==> config.mk <==
export PLATFORM = sky130hd
export DESIGN_NAME = param_updown_counter_flat
export DESIGN_NICKNAME = d
export VERILOG_FILES = /design/src/rtl/param_updown_counter_if.sv /design/src/rtl/param_updown_counter.sv /design/src/flat_wrapper.sv
export SDC_FILE = /design/constraint.sdc
export NUM_CORES = 1
export LEC_CHECK = 0
export CELL_PAD_IN_SITES_DETAIL_PLACEMENT = 1
export CELL_PAD_IN_SITES_GLOBAL_PLACEMENT = 1
export CORE_UTILIZATION = 37
export DETAILED_ROUTE_END_ITERATION = 16
export PLACE_DENSITY = 0.89
export SLEW_MARGIN = 20
export SYNTH_ARGS = -nofsm -noshare
export SYNTH_HDL_FRONTEND = slang
export SYNTH_SLANG_ARGS = --single-unit
export TNS_END_PERCENT = 100
==> constraint.sdc <==
create_clock -name clk -period 3.13 [get_ports clk]
set_clock_uncertainty 0.1 [all_clocks]
set_input_delay 0.626 -clock clk [delete_from_list [all_inputs] [get_ports clk]]
set_output_delay 0.626 -clock clk [all_outputs]
set_load 0.1 [all_outputs]
==> src/rtl/param_updown_counter_if.sv <==
// Control/status bundle for param_updown_counter.
// The master drives the controls and the slave (the counter) returns count and flags.
interface param_updown_counter_if #(
    parameter int WIDTH      = 8,
    parameter int PRESCALE_W = 4
);
    logic                  en;
    logic                  up;
    logic                  sat;
    logic                  clr;
    logic                  load;
    logic [WIDTH-1:0]      load_val;
    logic [PRESCALE_W-1:0] prescale;
    logic [WIDTH-1:0]      cmp_val;
    logic                  ovf_clr;
    logic [WIDTH-1:0]      count;
    logic                  tc;
    logic                  ovf;
    logic                  cmp_match;

    modport master (
        output en, up, sat, clr, load, load_val, prescale, cmp_val, ovf_clr,
        input  count, tc, ovf, cmp_match
    );

    modport slave (
        input  en, up, sat, clr, load, load_val, prescale, cmp_val, ovf_clr,
        output count, tc, ovf, cmp_match
    );
endinterface

==> src/rtl/param_updown_counter.sv <==
// Prescaled up/down counter over modulus MAX_VAL+1 with wrap/saturate modes,
// clear/load, compare match, a one-cycle terminal-count pulse and a sticky overflow flag.
module param_updown_counter #(
    parameter int WIDTH      = 8,
    parameter int MAX_VAL    = (2 ** WIDTH) - 1,
    parameter int PRESCALE_W = 4
) (
    input logic                   clk,
    input logic                   rst_n,
    param_updown_counter_if.slave bus
);
    localparam logic [WIDTH-1:0] MAX = WIDTH'(MAX_VAL);

    logic [WIDTH-1:0]      r_count;
    logic [PRESCALE_W-1:0] r_pre;
    logic                  r_tc;
    logic                  r_ovf;

    logic                  w_pre_hit;
    logic                  w_step;
    logic                  w_at_bound;
    logic [WIDTH-1:0]      w_step_val;
    logic [WIDTH-1:0]      w_load_val;

    assign w_pre_hit  = (r_pre == bus.prescale);
    assign w_step     = bus.en && !bus.clr && !bus.load && w_pre_hit;
    assign w_at_bound = bus.up ? (r_count == MAX) : (r_count == '0);
    // Loads above the modulus clamp so the count can never leave [0, MAX].
    assign w_load_val = (bus.load_val > MAX) ? MAX : bus.load_val;

    always_comb begin
        w_step_val = r_count;
        if (w_at_bound) begin
            if (bus.sat)
                w_step_val = r_count;
            else
                w_step_val = bus.up ? '0 : MAX;
        end else begin
            w_step_val = bus.up ? (r_count + 1'b1) : (r_count - 1'b1);
        end
    end

    always_ff @(posedge clk or negedge rst_n) begin
        if (!rst_n) begin
            r_count <= '0;
            r_pre   <= '0;
            r_tc    <= 1'b0;
        end else if (bus.clr) begin
            r_count <= '0;
            r_pre   <= '0;
            r_tc    <= 1'b0;
        end else if (bus.load) begin
            r_count <= w_load_val;
            r_pre   <= '0;
            r_tc    <= 1'b0;
        end else if (bus.en) begin
            // A prescale lowered below r_pre just lets r_pre wrap through zero.
            if (w_pre_hit) begin
                r_pre   <= '0;
                r_count <= w_step_val;
                r_tc    <= w_at_bound;
            end else begin
                r_pre <= r_pre + 1'b1;
                r_tc  <= 1'b0;
            end
        end else begin
            r_tc <= 1'b0;
        end
    end

    // Setting wins over ovf_clr on the same edge.
    always_ff @(posedge clk or negedge rst_n) begin
        if (!rst_n)
            r_ovf <= 1'b0;
        else if (w_step && w_at_bound)
            r_ovf <= 1'b1;
        else if (bus.ovf_clr)
            r_ovf <= 1'b0;
    end

    assign bus.count     = r_count;
    assign bus.tc        = r_tc;
    assign bus.ovf       = r_ovf;
    assign bus.cmp_match = (r_count == bus.cmp_val);
endmodule

==> src/flat_wrapper.sv <==
// flat-port wrapper written by rule: the top's interface ports become plain ports
module param_updown_counter_flat 
#(
    parameter int WIDTH      = 8,
    parameter int MAX_VAL    = (2 ** WIDTH) - 1,
    parameter int PRESCALE_W = 4
)
  (clk, rst_n, bus_en, bus_up, bus_sat, bus_clr, bus_load, bus_load_val, bus_prescale, bus_cmp_val, bus_ovf_clr, bus_count, bus_tc, bus_ovf, bus_cmp_match);
  param_updown_counter_if #(.WIDTH(WIDTH), .PRESCALE_W(PRESCALE_W)) bus_i ();
  input logic clk;
  input logic rst_n;
  input wire logic [$bits(bus_i.en)-1:0] bus_en;
  input wire logic [$bits(bus_i.up)-1:0] bus_up;
  input wire logic [$bits(bus_i.sat)-1:0] bus_sat;
  input wire logic [$bits(bus_i.clr)-1:0] bus_clr;
  input wire logic [$bits(bus_i.load)-1:0] bus_load;
  input wire logic [$bits(bus_i.load_val)-1:0] bus_load_val;
  input wire logic [$bits(bus_i.prescale)-1:0] bus_prescale;
  input wire logic [$bits(bus_i.cmp_val)-1:0] bus_cmp_val;
  input wire logic [$bits(bus_i.ovf_clr)-1:0] bus_ovf_clr;
  output wire logic [$bits(bus_i.count)-1:0] bus_count;
  output wire logic [$bits(bus_i.tc)-1:0] bus_tc;
  output wire logic [$bits(bus_i.ovf)-1:0] bus_ovf;
  output wire logic [$bits(bus_i.cmp_match)-1:0] bus_cmp_match;
  assign bus_i.en = bus_en;
  assign bus_i.up = bus_up;
  assign bus_i.sat = bus_sat;
  assign bus_i.clr = bus_clr;
  assign bus_i.load = bus_load;
  assign bus_i.load_val = bus_load_val;
  assign bus_i.prescale = bus_prescale;
  assign bus_i.cmp_val = bus_cmp_val;
  assign bus_i.ovf_clr = bus_ovf_clr;
  assign bus_count = bus_i.count;
  assign bus_tc = bus_i.tc;
  assign bus_ovf = bus_i.ovf;
  assign bus_cmp_match = bus_i.cmp_match;
  param_updown_counter #(.WIDTH(WIDTH), .MAX_VAL(MAX_VAL), .PRESCALE_W(PRESCALE_W)) u_core (.clk(clk), .rst_n(rst_n), .bus(bus_i));
endmodule
==> results.rst, run 1 <==
.. list-table::
   :header-rows: 1

   * - Metric
     - Value
   * - Finished Core Util
     - 0.538
   * - Share of cells above drive strength 1
     - 0.182
   * - Final Hold Slack
     - 397 ps
   * - Cell family with the largest share of critical-path delay
     - compound AO/OA/AOI/OAI gates
   * - Clock buffers created by TritonCTS
     - 3
   * - Clock-pin slew on the worst setup and hold paths
     - 80 ps
   * - GRT Util Overall
     - 0.228
   * - Cell-internal power
     - 362 uW
   * - Boundary Pins
     - 39
   * - Clock Root Buffer
     - sky130_fd_sc_hd__clkbuf_4
   * - Number of antenna violations at the first check in global routing
     - 0
   * - Setup tns final
     - 0 ps
   * - Post-DR wirelength/cell
     - 17.2 um
   * - Layout Area Growth over Synthesis
     - 35.2%
   * - FF+latch count, synth
     - 14
   * - Number of buffers added to fix hold violations after cts
     - 0
   * - Arrival time at the worst endpoint
     - 2770 ps
   * - IO buf count
     - 38
   * - Number of placed cells counting well taps
     - 217
   * - Most frequent standard cell in the layout excluding fill and tap cells
     - sky130_fd_sc_hd__clkdlybuf4s50_1
   * - Total die area
     - 3600 um2
   * - Core footprint
     - 3130 um2
   * - Cell Rows
     - 20
   * - Tcrit/Tclk final
     - 0.863
   * - Reg power frac
     - 0.341
   * - Unrepaired setup endpoints after global routing
     - false
   * - Post-CTS Setup Bufs
     - 0
   * - Placement-stage worst setup slack
     - 142 ps
   * - Initial cell density of the core
     - 0.398
   * - Setup CP Type
     - in -> reg
   * - Fill cell instance count of the final layout
     - 385
   * - Static leakage power
     - 0.727 nW
   * - Fmax
     - 370 MHz
   * - Critical path launch point type
     - input pin
   * - First-pass GRT wire length
     - 6100 um
   * - CP endpoint kind
     - register
   * - Die extent in y
     - 60.0 um
   * - Total number of yosys warnings
     - 0
   * - Cell-by-cell trace of the critical path
     - clkdlybuf4s50_1 > inv_1 > ha_1 > nand2_1 > o31ai_1 > xor2_1 > o21ai_0 > nand2_1 > a22o_1
   * - Power density of the placed cells
     - 389 nW/um2
   * - Tmin final
     - 2700 ps
   * - Cells after Synth
     - 136
   * - Sequential element share of the synthesized area
     - 0.281
   * - Maximum number of pins on one net before global-route repair
     - 15
   * - Net count reported at finish
     - 214
   * - Via count of the first global-routing pass
     - 1360
   * - Switching Power
     - 292 uW
   * - Placed instance area
     - 1660 um2
   * - Reported max-cap violation count
     - 0
   * - Vias per cell
     - 5.62
   * - Final non-filler cell area
     - 1680 um2
   * - Number of setup violations in the final report
     - 0
   * - Count of buffer and inverter cells on the critical path
     - 2
   * - Total Wirelength
     - 3790 um
   * - Number of design-rule violations left by the first detailed-router iteration
     - 35
   * - Mapped Avg Cell Area
     - 9.15 um2
   * - Combinational Power Share
     - 0.500
   * - Max Transition Viols Final
     - 0
   * - Fin. Hold Viols
     - 0
   * - Result of the run
     - finished clean
   * - Via count
     - 1237
   * - Net count after synthesis
     - 172
   * - Number of different library cells in the post-synthesis netlist
     - 43
   * - Transition time of the tightest slew-check pin
     - 653 ps
   * - R2r setup slk
     - 750 ps
   * - Detailed-route DRC error count
     - 0
   * - Number of search-and-repair iterations in the first detailed-routing pass
     - 4
   * - Post-route insts no fill
     - 220
   * - Clock insertion delay at the later pin of the skew report
     - 280 ps
   * - DRT antenna net count
     - 0
   * - Commonest non-fill, non-tap cells in the layout
     - sky130_fd_sc_hd__clkdlybuf4s50_1, sky130_fd_sc_hd__dfrtp_1, sky130_fd_sc_hd__buf_4
   * - Count of antenna diodes in the layout
     - 0
   * - Worst vdd ir
     - 0.175 mV
   * - Critical-path top delay cell
     - sky130_fd_sc_hd__clkdlybuf4s50_1
   * - Max-slew headroom
     - 0.564
   * - Post-synthesis instance area
     - 1240 um2
   * - Worst-case setup margin in the final layout
     - 429 ps
   * - Delay of the slowest cell on the worst path
     - 480 ps
   * - Post-cts repair resize count
     - 0
   * - Global route total overflow
     - 0
   * - Die outline width
     - 60.0 um
   * - H-tree depth reported by CTS
     - 1
   * - Proportion of power drawn by the clock network
     - 0.159
   * - Placer congestion estimate
     - 0.855
   * - Max Buffers Root-to-Sink
     - 2
   * - Overall power after layout
     - 654 uW
   * - Most common cell on crit path
     - sky130_fd_sc_hd__nand2_1
   * - Path class of the lowest-slack min-delay path
     - reg -> reg
   * - Switching share of total power
     - 0.447
   * - TritonCTS clock tree
     - done
   * - Maximum fanout along the worst path
     - 6
   * - Count of clock tree sinks
     - 14
   * - Worst endpoint required time
     - 3200 ps
   * - HPWL Detailed
     - 3110 um
-- routing by layer --
layer,wire length (um),vias up,global-route usage
li1,-,574,-
met1,1530,623,0.250
met2,2040,29,0.429
met3,140,11,0.0519
met4,79,0,0.0731
met5,0,-,0
-- kinds of logic after synthesis --
logic type,after synthesis,share of synthesized area
AOI/OAI and AO/OA,37,0.224
muxes,2,0.0171
buffers and inverters,11,0.0452
and+or+nand+nor,47,0.226
adders and majority gates,8,0.0864
DFF,14,0.281
xor gates and xnor gates,17,0.120
-- final timing paths --
check | to | start | depth (start not counted)
min in group asynchronous | u_core.bus.count[7]$_DFFE_PN0P_ | rst_n | 1
max in group asynchronous | u_core.bus.count[3]$_DFFE_PN0P_ | rst_n | 1
worst min-delay path | u_core.bus.ovf$_DFFE_PN0P_ | u_core.bus.ovf$_DFFE_PN0P_ | 1
worst max register to register | u_core.bus.count[6]$_DFFE_PN0P_ | u_core.bus.count[0]$_DFFE_PN0P_ | 8
worst min register to register | u_core.bus.ovf$_DFFE_PN0P_ | u_core.bus.ovf$_DFFE_PN0P_ | 1
worst max-delay path | u_core.bus.count[5]$_DFFE_PN0P_ | bus_up | 9
-- cell usage after synthesis, drive strengths merged --
library cell,number,area [um2]
a21oi,10,50.1
and3,2,17.5
nor3b,2,15.0
or3,2,12.5
a22oi,1,7.51
nand4,3,18.8
nand3,2,10.0
nor4,2,33.8
a211o,2,17.5
o211ai,1,7.51
nand3b,2,15.0
xnor2,10,87.6
inv,7,26.3
a31oi,2,27.5
nor3,4,36.3
nand2,8,30.0
o31ai,3,22.5
a211oi,2,15.0
nor2b,1,6.26
buf,3,26.3
mux2,1,11.3
a22o,3,26.3
a21o,2,15.0
nand2b,3,18.8
clkbuf,1,3.75
o21ai,7,38.8
xor2,7,61.3
o22ai,1,6.26
nor2,14,55.1
a221oi,3,45.0
or2,2,12.5
fa,1,20.0
mux2i,1,10.0
ha,7,87.6
dfrtp,14,350
-- worst register-to-register path: cells and delay by family (launching register included) --
| family | cells | cell delay, ps |
|---|---|---|
| compound gates | 4 | 720 |
| flops | 1 | 520 |
| simple gates | 1 | 180 |
| fa+ha+maj | 1 | 480 |
| buf+inv | 1 | 130 |
| xor+xnor | 1 | 170 |
-- sequential cells by signal, summed over array words and instances, names as in the netlist --
signal / count
u_core.bus.count: 8
u_core.r_pre: 4
u_core.bus.ovf: 1
u_core.bus.tc: 1
-- power by group through the flow --
stage	clock network, mW	logic, mW	registers (mW)
final	0.104	0.327	0.223
after floorplan	0	0.144	0.300
after detailed placement	0	0.326	0.226
after global placement	0	0.309	0.225
after CTS	0.107	0.327	0.223
after global routing	0.116	0.348	0.225
-- cell type report --
type,count,area [um2],share of cell area
timing repair buffer,41,388,0.230
multi-input combinational,111,841,0.500
tap,44,55.1,0.0327
clock buffer,3,22.5,0.0134
sequential,14,350,0.208
inverter,7,26.3,0.0156
Note: power is estimated with default switching activity, not from simulation.
==> inputs of run 2 (changes only) <==
--- a/config.mk
+++ b/config.mk
@@ -7,9 +7,9 @@
 export LEC_CHECK = 0
 export CELL_PAD_IN_SITES_DETAIL_PLACEMENT = 1
 export CELL_PAD_IN_SITES_GLOBAL_PLACEMENT = 1
-export CORE_UTILIZATION = 37
+export CORE_UTILIZATION = 34
 export DETAILED_ROUTE_END_ITERATION = 16
-export PLACE_DENSITY = 0.89
+export PLACE_DENSITY = 0.83
 export SLEW_MARGIN = 20
 export SYNTH_ARGS = -nofsm -noshare
 export SYNTH_HDL_FRONTEND = slang
==> constraint.sdc (replaced) <==
create_clock -name clk -period 3 [get_ports clk]
set_clock_uncertainty 0.1 [all_clocks]
set_input_delay 0.6 -clock clk [delete_from_list [all_inputs] [get_ports clk]]
set_output_delay 0.6 -clock clk [all_outputs]
set_load 0.1 [all_outputs]
==> run 2 against run 1 <==
Compared with the run above:
- setup slack worse by 120 ps
- sequential power up 4%
- critical endpoint is now u_core.bus.count[7]$_DFFE_PN0P_
- clock-buffer cell count stayed put
==> results.rst, run 2 (synthesis gave the netlist of run 1 again) <==
.. list-table::
   :header-rows: 1

   * - Metric
     - Value
   * - Result of the run
     - finished clean
   * - Unrepaired setup endpoints after global routing
     - false
   * - Number of placed cells counting well taps
     - 220
   * - Commonest non-fill, non-tap cells in the layout
     - sky130_fd_sc_hd__clkdlybuf4s50_1, sky130_fd_sc_hd__buf_4, sky130_fd_sc_hd__dfrtp_1
   * - Final Hold Slack
     - 431 ps
   * - Count of clock tree sinks
     - 14
   * - Clock Root Buffer
     - sky130_fd_sc_hd__clkbuf_4
   * - Number of buffers added to fix hold violations after cts
     - 0
   * - Transition time of the tightest slew-check pin
     - 645 ps
   * - HPWL Detailed
     - 3050 um
   * - Worst endpoint required time
     - 3110 ps
   * - Max-slew headroom
     - 0.568
   * - Proportion of power drawn by the clock network
     - 0.159
   * - Layout Area Growth over Synthesis
     - 36.0%
   * - Clock buffers created by TritonCTS
     - 3
   * - Initial cell density of the core
     - 0.364
   * - Switching share of total power
     - 0.442
   * - Combinational Power Share
     - 0.499
   * - Max Buffers Root-to-Sink
     - 2
   * - IO buf count
     - 38
   * - Worst vdd ir
     - 0.190 mV
   * - Max Transition Viols Final
     - 0
   * - GRT Util Overall
     - 0.213
   * - Overall power after layout
     - 678 uW
   * - Setup CP Type
     - in -> reg
   * - Die extent in y
     - 62.5 um
   * - Static leakage power
     - 0.732 nW
   * - Fmax
     - 371 MHz
   * - Worst-case setup margin in the final layout
     - 308 ps
   * - DRT antenna net count
     - 0
   * - Path class of the lowest-slack min-delay path
     - reg -> reg
   * - Post-DR wirelength/cell
     - 16.7 um
   * - Via count
     - 1213
   * - Maximum fanout along the worst path
     - 6
   * - Placed instance area
     - 1670 um2
   * - Number of antenna violations at the first check in global routing
     - 0
   * - Cell Rows
     - 21
   * - Via count of the first global-routing pass
     - 1357
   * - Critical path launch point type
     - input pin
   * - Count of antenna diodes in the layout
     - 0
   * - Placer congestion estimate
     - 0.832
   * - Reg power frac
     - 0.343
   * - Number of design-rule violations left by the first detailed-router iteration
     - 30
   * - Final non-filler cell area
     - 1690 um2
   * - H-tree depth reported by CTS
     - 1
   * - TritonCTS clock tree
     - done
   * - Maximum number of pins on one net before global-route repair
     - 15
   * - R2r setup slk
     - 640 ps
   * - Number of search-and-repair iterations in the first detailed-routing pass
     - 4
   * - Net count reported at finish
     - 215
   * - Tcrit/Tclk final
     - 0.897
   * - Post-cts repair resize count
     - 0
   * - Power density of the placed cells
     - 401 nW/um2
   * - Switching Power
     - 300 uW
   * - Post-route insts no fill
     - 223
   * - Number of setup violations in the final report
     - 0
   * - Die outline width
     - 62.5 um
   * - Tmin final
     - 2690 ps
   * - Share of cells above drive strength 1
     - 0.186
   * - Post-CTS Setup Bufs
     - 0
   * - Global route total overflow
     - 0
   * - Clock insertion delay at the later pin of the skew report
     - 280 ps
   * - Vias per cell
     - 5.44
   * - Clock-pin slew on the worst setup and hold paths
     - 80 ps
   * - Boundary Pins
     - 39
   * - Reported max-cap violation count
     - 0
   * - Largest register FFs
     - 8
   * - Most frequent standard cell in the layout excluding fill and tap cells
     - sky130_fd_sc_hd__clkdlybuf4s50_1
   * - Placement-stage worst setup slack
     - 6.44 ps
   * - Finished Core Util
     - 0.496
   * - Total die area
     - 3910 um2
   * - Fin. Hold Viols
     - 0
   * - Total Wirelength
     - 3730 um
   * - First-pass GRT wire length
     - 6440 um
   * - Cell-internal power
     - 378 uW
   * - CP endpoint kind
     - register
   * - Detailed-route DRC error count
     - 0
   * - Setup tns final
     - 0 ps
   * - Arrival time at the worst endpoint
     - 2800 ps
   * - Fill cell instance count of the final layout
     - 414
   * - Core footprint
     - 3420 um2
## run 2: cell types whose count changed in the layout (fill, tap and decap cells not counted), sizes merged
cell / previous run / this run
buf: 14 / 15
## run 2: layout make-up
| cell class | instances | area (um2) | area share |
|---|---|---|---|
| repair buffers | 42 | 395 | 0.234 |
| flip-flops and latches | 14 | 350 | 0.207 |
| inverters | 7 | 26.3 | 0.0155 |
| multi-input cells | 111 | 841 | 0.497 |
| well taps | 46 | 57.6 | 0.0340 |
| clock buffers | 3 | 22.5 | 0.0133 |
## run 2: worst paths after layout
check	to	cells after the start	start
min in group asynchronous	u_core.r_pre[0]$_DFFE_PN0P_	1	rst_n
setup reg to reg	u_core.bus.count[6]$_DFFE_PN0P_	8	u_core.bus.count[0]$_DFFE_PN0P_
hold reg to reg	u_core.bus.ovf$_DFFE_PN0P_	1	u_core.bus.ovf$_DFFE_PN0P_
setup / recovery	u_core.bus.count[7]$_DFFE_PN0P_	9	bus_up
hold / removal	u_core.bus.ovf$_DFFE_PN0P_	1	u_core.bus.ovf$_DFFE_PN0P_
max in group asynchronous	u_core.bus.count[2]$_DFFE_PN0P_	1	rst_n
## run 2: worst max-delay path, stage by stage
cell and delay, ps:
sky130_fd_sc_hd__clkdlybuf4s50_1 470, sky130_fd_sc_hd__inv_1 120, sky130_fd_sc_hd__ha_1 310, sky130_fd_sc_hd__a211oi_1 330, sky130_fd_sc_hd__o31ai_1 160, sky130_fd_sc_hd__a31oi_1 280, sky130_fd_sc_hd__mux2i_1 280, sky130_fd_sc_hd__a221oi_2 90
sky130_fd_sc_hd__nor3_2 160
## run 2: power groups by stage
stage          clock (mW)  combinational [mW]  sequential (mW)
3_3_place_gp            0               0.324            0.234
4_1_cts             0.110               0.340            0.233
3_5_place_dp            0               0.339            0.237
5_1_grt             0.118               0.362            0.236
6_report            0.108               0.338            0.233
2_1_floorplan           0               0.150            0.313
## run 2: metal layers
layer | wire [um] | track usage | up-vias
met3 | 127 | 0.0438 | 11
met1 | 1500 | 0.239 | 594
met5 | 0 | 0 | -
li1 | - | - | 578
met4 | 96 | 0.0872 | 0
met2 | 2000 | 0.387 | 30
==> inputs of run 3 (changes only) <==
--- a/config.mk
+++ b/config.mk
@@ -7,6 +7,7 @@
 export LEC_CHECK = 0
 export CELL_PAD_IN_SITES_DETAIL_PLACEMENT = 1
 export CELL_PAD_IN_SITES_GLOBAL_PLACEMENT = 1
+export CORE_MARGIN = 5
 export CORE_UTILIZATION = 34
 export DETAILED_ROUTE_END_ITERATION = 16
 export PLACE_DENSITY = 0.83
==> run 3 against run 2 <==
Compared with the run above:
- via count is 0.66% higher
- clock-buffer cell count is the same
- routed wire length rose by 1.9%
- final area up 1.7%
- die area increased by 27%
- hold slack got worse by 27 ps
==> results.rst, run 3 (synthesis gave the netlist of run 1 again) <==
.. list-table::
   :header-rows: 1

   * - Metric
     - Value
   * - Vias per cell
     - 5.40
   * - Net count reported at finish
     - 216
   * - GRT Util Overall
     - 0.162
   * - TritonCTS clock tree
     - done
   * - Cell Rows
     - 22
   * - Clock insertion delay at the later pin of the skew report
     - 250 ps
   * - Transition time of the tightest slew-check pin
     - 658 ps
   * - Switching share of total power
     - 0.418
   * - Count of antenna diodes in the layout
     - 0
   * - Layout Area Growth over Synthesis
     - 38.3%
   * - Worst-case setup margin in the final layout
     - 338 ps
   * - Fmax
     - 376 MHz
   * - Combinational Power Share
     - 0.467
   * - Max-slew headroom
     - 0.560
   * - Number of search-and-repair iterations in the first detailed-routing pass
     - 4
   * - Reported max-cap violation count
     - 0
   * - Die outline width
     - 70.5 um
   * - Count of clock tree sinks
     - 14
   * - Critical path launch point type
     - input pin
   * - Via count of the first global-routing pass
     - 1353
   * - Startpoint of the lowest-slack register-to-register path
     - u_core.bus.count[0]$_DFFE_PN0P_
   * - Placement-stage worst setup slack
     - 86.8 ps
   * - Max Transition Viols Final
     - 0
   * - Path class of the lowest-slack min-delay path
     - reg -> reg
   * - Die extent in y
     - 70.5 um
   * - Layer with the highest usage
     - met2
   * - Commonest non-fill, non-tap cells in the layout
     - sky130_fd_sc_hd__clkdlybuf4s50_1, sky130_fd_sc_hd__buf_4, sky130_fd_sc_hd__dfrtp_1
   * - Critical-path top delay cell
     - sky130_fd_sc_hd__clkdlybuf4s50_1
   * - First-pass GRT wire length
     - 6380 um
   * - Post-CTS Setup Bufs
     - 0
   * - CP endpoint kind
     - register
   * - Setup CP Type
     - in -> reg
   * - Setup tns final
     - 0 ps
   * - Reg2reg path depth
     - 8
   * - Global-route met2 utilization
     - 0.287
   * - Cell-internal power
     - 421 uW
   * - Launching instance or port of the critical path
     - bus_up
   * - Number of placed cells counting well taps
     - 223
   * - Post-cts repair resize count
     - 0
   * - Placer congestion estimate
     - 0.837
   * - R2r setup slk
     - 630 ps
   * - Tmin final
     - 2660 ps
   * - Initial cell density of the core
     - 0.345
   * - Finished Core Util
     - 0.477
   * - Most frequent standard cell in the layout excluding fill and tap cells
     - sky130_fd_sc_hd__clkdlybuf4s50_1
   * - Post-route insts no fill
     - 226
   * - Clock Root Buffer
     - sky130_fd_sc_hd__clkbuf_8
   * - Total Wirelength
     - 3800 um
   * - Fin. Hold Viols
     - 0
   * - Share of cells above drive strength 1
     - 0.191
   * - H-tree depth reported by CTS
     - 1
   * - Post-DR wirelength/cell
     - 16.8 um
   * - Delay of the slowest cell on the worst path
     - 480 ps
   * - Cell-by-cell trace of the critical path
     - clkdlybuf4s50_1 > inv_1 > ha_1 > nand2_1 > o31ai_1 > a31oi_1 > mux2i_1 > a221oi_2 > nor3_2
   * - Total die area
     - 4970 um2
   * - Power density of the placed cells
     - 420 nW/um2
   * - IO buf count
     - 38
   * - Clock-pin slew on the worst setup and hold paths
     - 60 ps
   * - Global Route met3 Usage
     - 0.0345
   * - Static leakage power
     - 0.745 nW
   * - Max Buffers Root-to-Sink
     - 2
   * - HPWL Detailed
     - 3070 um
   * - Worst Hold Path Cells
     - 1
   * - Maximum number of pins on one net before global-route repair
     - 15
   * - Overall power after layout
     - 724 uW
   * - Detailed-route DRC error count
     - 0
   * - Tcrit/Tclk final
     - 0.887
   * - Number of buffers added to fix hold violations after cts
     - 0
   * - DRT antenna net count
     - 0
   * - Met1 track demand over resource
     - 0.188
   * - Unrepaired setup endpoints after global routing
     - false
   * - Worst vdd ir
     - 0.163 mV
   * - Result of the run
     - finished clean
   * - Number of antenna violations at the first check in global routing
     - 0
   * - Reg power frac
     - 0.322
   * - Arrival time at the worst endpoint
     - 2690 ps
   * - Worst endpoint required time
     - 3030 ps
   * - Global route total overflow
     - 0
   * - Maximum fanout along the worst path
     - 6
   * - Number of design-rule violations left by the first detailed-router iteration
     - 36
   * - Clock buffers created by TritonCTS
     - 3
   * - Number of setup violations in the final report
     - 0
   * - End of the critical path
     - u_core.bus.count[7]$_DFFE_PN0P_
   * - Core footprint
     - 3610 um2
   * - Boundary Pins
     - 39
   * - Largest register FFs
     - 8
   * - Proportion of power drawn by the clock network
     - 0.212
   * - End of the worst register-to-register path
     - u_core.bus.count[6]$_DFFE_PN0P_
   * - Via count
     - 1221
   * - Switching Power
     - 303 uW
-- run 3: cell types whose count changed in the layout (fill, tap and decap cells not counted) --
| cell | previous run | this run |
|---|---|---|
| sky130_fd_sc_hd__buf_4 | 14 | 15 |
| sky130_fd_sc_hd__clkbuf_4 | 3 | 0 |
| sky130_fd_sc_hd__clkbuf_8 | 0 | 3 |
-- run 3: how the worst min path moves through the flow --
stage                                          start                         endpoint  slack (ps)
after detailed placement  u_core.bus.ovf$_DFFE_PN0P_       u_core.bus.ovf$_DFFE_PN0P_         390
after global routing      u_core.bus.ovf$_DFFE_PN0P_       u_core.bus.ovf$_DFFE_PN0P_         440
after floorplan                                rst_n  u_core.bus.count[0]$_DFFE_PN0P_         200
after CTS                 u_core.bus.ovf$_DFFE_PN0P_       u_core.bus.ovf$_DFFE_PN0P_         410
final                     u_core.bus.ovf$_DFFE_PN0P_       u_core.bus.ovf$_DFFE_PN0P_         400
after global placement    u_core.bus.ovf$_DFFE_PN0P_       u_core.bus.ovf$_DFFE_PN0P_         360
-- run 3: area by class of cell --
class	count	area [um2]
tap	48	60.1
timing repair buffer	43	403
clock buffer	3	41.3
inverter	7	26.3
fill	429	1880
sequential	14	350
multi-input combinational	111	841
-- run 3: per-layer routing --
| layer | vias up | part of all wire |
|---|---|---|
| met3 | 7 | 0.043 |
| li1 | 575 | - |
| met1 | 605 | 0.41 |
| met5 | - | 0 |
| met2 | 34 | 0.54 |
| met4 | 0 | 0.015 |
-- run 3: stage by stage --
step / hold slack, ps / area [um2]
after floorplan: 204 / 1250
after global placement: 364 / 1680
after detailed placement: 395 / 1680
after CTS: 409 / 1720
after global routing: 444 / 1720
final: 404 / 1720
-- run 3: critical path, delay by kind of cell --
kind / cells / cell delay [ps]
mux: 1 / 150
compound gates: 3 / 810
fa+ha+maj: 1 / 390
simple gates: 2 / 150
buf+inv: 2 / 600
-- run 3: power by group through the flow --
stage | Clock [mW] | Sequential (mW) | Combinational (mW)
6_report | 0.153 | 0.233 | 0.338
5_1_grt | 0.172 | 0.235 | 0.365
4_1_cts | 0.161 | 0.233 | 0.340
3_5_place_dp | 0 | 0.236 | 0.337
3_3_place_gp | 0 | 0.235 | 0.323
2_1_floorplan | 0 | 0.313 | 0.150
